--- src/rtl/ex_hazard_ctrl.sv ---
// Execute-stage hazard controller for the 5-stage RV32I pipeline: tracks in-flight
// destinations and produces forwarding selects, load-use stalls, redirects and perf counters.
module ex_hazard_ctrl #(
  parameter int XLEN      = 32,
  parameter int REGADDR_W = 5
) (
  input  logic                 clk,
  input  logic                 rst,
  input  logic                 id_valid,
  input  logic [REGADDR_W-1:0] id_rs1,
  input  logic [REGADDR_W-1:0] id_rs2,
  input  logic                 id_use_rs1,
  input  logic                 id_use_rs2,
  input  logic [REGADDR_W-1:0] id_rd,
  input  logic                 id_reg_write,
  input  logic                 id_mem_read,
  input  logic                 ex_branch,
  input  logic                 ex_branch_sel,
  input  logic [1:0]           ex_jump,
  output logic                 stall_if,
  output logic                 stall_id,
  output logic                 flush_id,
  output logic                 bubble_ex,
  output logic                 pc_sel,
  output logic [1:0]           fwd_a_sel,
  output logic [1:0]           fwd_b_sel,
  output logic [XLEN-1:0]      stall_count,
  output logic [XLEN-1:0]      flush_count
);

  localparam logic [1:0] FWD_RF  = 2'b00;
  localparam logic [1:0] FWD_MEM = 2'b01;
  localparam logic [1:0] FWD_WB  = 2'b10;

  // Shadow slots. The WB stage needs no slot here: the register file is
  // write-through, so an instruction in WB is already visible to ID.
  logic                 ex_valid, ex_reg_write, ex_mem_read;
  logic [REGADDR_W-1:0] ex_rd;
  logic                 mem_valid, mem_reg_write;
  logic [REGADDR_W-1:0] mem_rd;

  logic       jump_hit, take_raw, hazard, take, stall, bubble;
  logic [1:0] fwd_a_next, fwd_b_next;

  function automatic logic [1:0] fwd_of(input logic [REGADDR_W-1:0] rs, input logic use_rs);
    if (!use_rs || rs == '0)
      return FWD_RF;
    else if (ex_valid && ex_reg_write && !ex_mem_read && rs == ex_rd)
      return FWD_MEM;
    else if (mem_valid && mem_reg_write && rs == mem_rd)
      return FWD_WB;
    else
      return FWD_RF;
  endfunction

  always_comb begin
    jump_hit = (ex_jump == 2'b01) || (ex_jump == 2'b10);
    take_raw = ex_valid && ((ex_branch && ex_branch_sel) || jump_hit);
    hazard   = id_valid && ex_valid && ex_mem_read && ex_reg_write &&
               ((id_use_rs1 && id_rs1 == ex_rd) || (id_use_rs2 && id_rs2 == ex_rd));
    // Redirect wins over stall: the instruction that would stall is being flushed.
    take     = !rst && take_raw;
    stall    = !rst && hazard && !take_raw;
    bubble   = take || stall;

    stall_if  = stall;
    stall_id  = stall;
    flush_id  = take;
    pc_sel    = take;
    bubble_ex = bubble;

    fwd_a_next = bubble ? FWD_RF : fwd_of(id_rs1, id_use_rs1);
    fwd_b_next = bubble ? FWD_RF : fwd_of(id_rs2, id_use_rs2);
  end

  always_ff @(posedge clk) begin
    if (rst) begin
      ex_valid      <= 1'b0;
      ex_reg_write  <= 1'b0;
      ex_mem_read   <= 1'b0;
      ex_rd         <= '0;
      mem_valid     <= 1'b0;
      mem_reg_write <= 1'b0;
      mem_rd        <= '0;
      fwd_a_sel     <= FWD_RF;
      fwd_b_sel     <= FWD_RF;
      stall_count   <= '0;
      flush_count   <= '0;
    end else begin
      mem_valid     <= ex_valid;
      mem_reg_write <= ex_reg_write;
      mem_rd        <= ex_rd;
      if (bubble) begin
        ex_valid     <= 1'b0;
        ex_reg_write <= 1'b0;
        ex_mem_read  <= 1'b0;
        ex_rd        <= '0;
      end else begin
        ex_valid     <= id_valid;
        // Writes to x0 are discarded, so they can never source a forward or a stall.
        ex_reg_write <= id_reg_write && (id_rd != '0);
        ex_mem_read  <= id_mem_read;
        ex_rd        <= id_rd;
      end
      fwd_a_sel <= fwd_a_next;
      fwd_b_sel <= fwd_b_next;
      if (stall && stall_count != '1)
        stall_count <= stall_count + 1'b1;
      if (take && flush_count != '1)
        flush_count <= flush_count + 1'b1;
    end
  end

endmodule

--- config.mk ---
export PLATFORM = sky130hd
export DESIGN_NAME = ex_hazard_ctrl
export DESIGN_NICKNAME = d
export VERILOG_FILES = /design/src/rtl/ex_hazard_ctrl.sv
export SDC_FILE = /design/constraint.sdc
export NUM_CORES = 1
export LEC_CHECK = 0
export ABC_AREA = 0
export CAP_MARGIN = 40
export CORE_MARGIN = 2
export CORE_UTILIZATION = 55
export DETAILED_ROUTE_END_ITERATION = 8
export GPL_TIMING_DRIVEN = 0
export PLACE_DENSITY = 0.83
export SLEW_MARGIN = 30
export SYNTH_ARGS = -nofsm -noshare
export SYNTH_HDL_FRONTEND = slang
export SYNTH_SLANG_ARGS = --single-unit
--- constraint.sdc ---
create_clock -name clk -period 5.1 [get_ports clk]
set_input_delay 1.275 -clock clk [delete_from_list [all_inputs] [get_ports clk]]
set_output_delay 1.275 -clock clk [all_outputs]
set_load 0.1 [all_outputs]
==> impl_metrics.py <==
metrics = {
    "setup_path": {
        "cp.required_ns": 3.83,
        "critPathCaptureType": "output port",
        "critical_path_class": "input port to output port",
        "arrival_ns": 3.75,
        "ff2ff_path_depth": 6,
        "critPathMaxFanout": 8,
        "cp-start-kind": "input port",
    },
    "sta": {
        "setup_slack_ns": 0.07706,
        "fin_crit_sh": 0.9849,
        "slew_headroom": 0.4085,
        "finalClockSkew_ns": 0.01314,
        "finalSetupViolations": 0,
        "worst_slew_pin_slew_ns": 0.8762,
        "period_minus_slack_ns": 5.023,
        "maxSlewViolCount": 0,
        "max_freq_mhz": 199.1,
        "hold_viol_final": 0,
        "grt_setup_unrepaired": "no",
    },
    "layout": {
        "multiInputGateArea_sq_um": 2680,
        "seqCellArea_sq_um": 1662,
        "final_core_util": 0.8929,
        "nFillCells": 372,
        "drive_gt1_frac": 0.2053,
        "antenna_cells": 0,
        "nets": 734,
        "fin_cells": 813,
        "syn_to_final_growth_pct": 55.43,
    },
    "yosys": {
        "synth_top_cell_by_area": "dfxtp_1",
        "synth.most_common_cell": "dfxtp_1",
        "synth_commonest_cells": "83 x dfxtp_1, 52 x nor2_1, 37 x nor2b_1",
        "synth_top_area_share": 0.3704,
        "yosys-top-cells-area": "dfxtp_1 37%, mux2_2 6.5%, nor2b_1 5.2%, nor2_1 4.4%, xor2_1 4.3%",
        "synth_edf_count": 0,
        "ys.flop_type": "dfxtp_1",
        "synth_cell_types": 52,
        "netlist_instances": 522,
        "synth_warnings": 0,
        "syn_area_per_cell_sq_um": 8.593,
        "seq_area_frac_synth": 0.3704,
        "ys_async_sr_fraction": 0,
        "synth_nets": 550,
        "synthesis.area_sq_um": 4486,
        "synth_seq_cells": 83,
    },
    "clock_tree": {
        "cts_root_buf": "clkbuf_8",
        "clk_pin_slew_ns": 0.09,
        "clk_latency_ns": 0.36,
        "cts.sinks": 83,
        "h-tree-depth": 3,
        "hold_buffers": 0,
        "cts_tree": "yes",
        "numCtsBuffers": 9,
        "cts_buffer_depth": 2,
    },
    "floorplanning": {
        "rows": 32,
        "core_sq_um": 7807,
        "start_util": 0.5745,
        "io_pins": 99,
        "die_w_microns": 94.31,
        "die-height_microns": 94.31,
        "dieArea_sq_um": 8894,
    },
    "global_route": {
        "grt_pass1_wl_mm": 23.25,
        "grt_pass1_vias": 4925,
        "grt_util_all_layers": 0.3309,
        "grt_overflow": 0,
        "grt_start_max_net_pins": 17,
        "antenna_found_initial": 0,
    },
    "detailed_routing": {
        "wirelength_mm": 14.53,
        "vias": 4966,
        "wl_per_cell_microns": 17.87,
        "dr.pass1.iters": 5,
        "viasPerCell": 6.108,
        "drtAntennaViolNets": 0,
        "drc": 0,
        "drt_iter0_drc": 363,
    },
    "power": {
        "vdd_drop_max_uv": 181.3,
        "power_density_nw_per_um2": 182.4,
        "p_leak_nw": 2.537,
    },
    "run": {
        "drv_cap": 0,
    },
    "run_status": {
        "status": "finished clean",
    },
    "min_path": {
        "min_path_cells": 2,
        "hp-class": "flop to flop",
    },
    "place": {
        "gp_congestion": 0.8753,
        "dp_cells": 795,
        "dp_hpwl_mm": 10.80,
        "dp_slack_ns": -0.3947,
        "portBuffers": 98,
    },
}
-- registers in the layout, indices dropped and copies added (netlist names) --
signal / cells
mem_valid: 1
ex_valid: 1
fwd_b_sel: 2
ex_reg_write: 1
mem_reg_write: 1
flush_count: 32
mem_rd: 5
stall_count: 32
ex_mem_read: 1
fwd_a_sel: 2
ex_rd: 5
-- cells in the final DEF, fill, tap and decap left out, types with 15 or more instances in the layout --
master / instances
nand4_1: 26
buf_8: 71
nand2_1: 30
mux2_2: 26
a21oi_1: 20
nor2_1: 52
nor2b_1: 37
clkdlybuf4s50_1: 98
o21ai_0: 20
a211oi_1: 17
nand3_1: 20
xor2_1: 22
clkbuf_1: 15
or3_1: 20
dfxtp_1: 83
-- where the power goes --
group	internal, mW	switching, mW	leakage [nW]	total (mW)
clock network	0.255	0.253	0.106	0.508
logic	0.0434	0.0599	1.76	0.103
registers	0.654	0.00630	0.671	0.660
total	0.952	0.319	2.54	1.27
-- per-stage QoR --
stage          area, sq um  total power [mW]  setup TNS (ns)  hold WS, ns
2_1_floorplan         4486            0.7259               0       0.4365
3_3_place_gp          5594            0.7642          -1.959       0.4564
3_5_place_dp          6715            0.7752         -0.5600       0.4655
4_1_cts               6957             1.270               0       0.4790
5_1_grt               6972             1.306               0       0.5008
6_report              6972             1.271               0       0.4805
-- worst max-delay path, cell delays in order --
cell and delay (ns):
clkdlybuf4s50_1 0.41, and2_1 0.24, nor4_4 0.42, buf_4 0.19, nand4_4 0.08, and2_1 0.26
nand2_1 0.10, clkdlybuf4s50_1 0.58, buf_16 0.19
-- repair_timing --
| item | in CTS | in global routing |
|---|---|---|
| setup buffers | 2 | 2 |
| pin swaps | 2 | 1 |
| setup endpoints to repair | 3 | 1 |
| endpoints found under the hold margin | 0 | 0 |
| resized for setup | 4 | 0 |
-- path summary, 6_finish.rpt --
| kind | start | endpoint | slack, ns |
|---|---|---|---|
| worst min-delay path | mem_reg_write$_SDFF_PP0_ | fwd_a_sel[1]$_SDFF_PP0_ | 0.48 |
| worst max register to register | stall_count[25]$_SDFFE_PP0P_ | stall_count[0]$_SDFFE_PP0P_ | 2.48 |
| worst min register to register | mem_reg_write$_SDFF_PP0_ | fwd_a_sel[1]$_SDFF_PP0_ | 0.48 |
| worst max-delay path | ex_branch | bubble_ex | 0.08 |
-- kinds of logic (layout without fill, tap and decap cells) --
logic type,after synthesis,count (layout),synth area share
compound gates,91,91,0.1459
xor+xnor,27,27,0.05272
mux,35,35,0.08731
simple gates,245,245,0.3010
fa+ha+maj,2,2,0.005578
buf+inv,39,228,0.03710
flops,83,83,0.3704
-- per-layer routing --
metal | track usage | part of all wire
met5 | 0 | 0
met4 | 0.1244 | 0.023
met3 | 0.06661 | 0.080
met2 | 0.6202 | 0.52
met1 | 0.3658 | 0.37
-- final cells by class --
| class | count | share of cell area |
|---|---|---|
| plain buffers | 27 | 0.01741 |
| clock buffers | 11 | 0.02172 |
| flip-flops and latches | 83 | 0.2383 |
| multi-input cells | 400 | 0.3844 |
| inverters | 10 | 0.005384 |
| clock inverters | 5 | 0.008614 |
| repair buffers | 175 | 0.3058 |
| well taps | 102 | 0.01831 |
(Power assumes the default switching activity.)
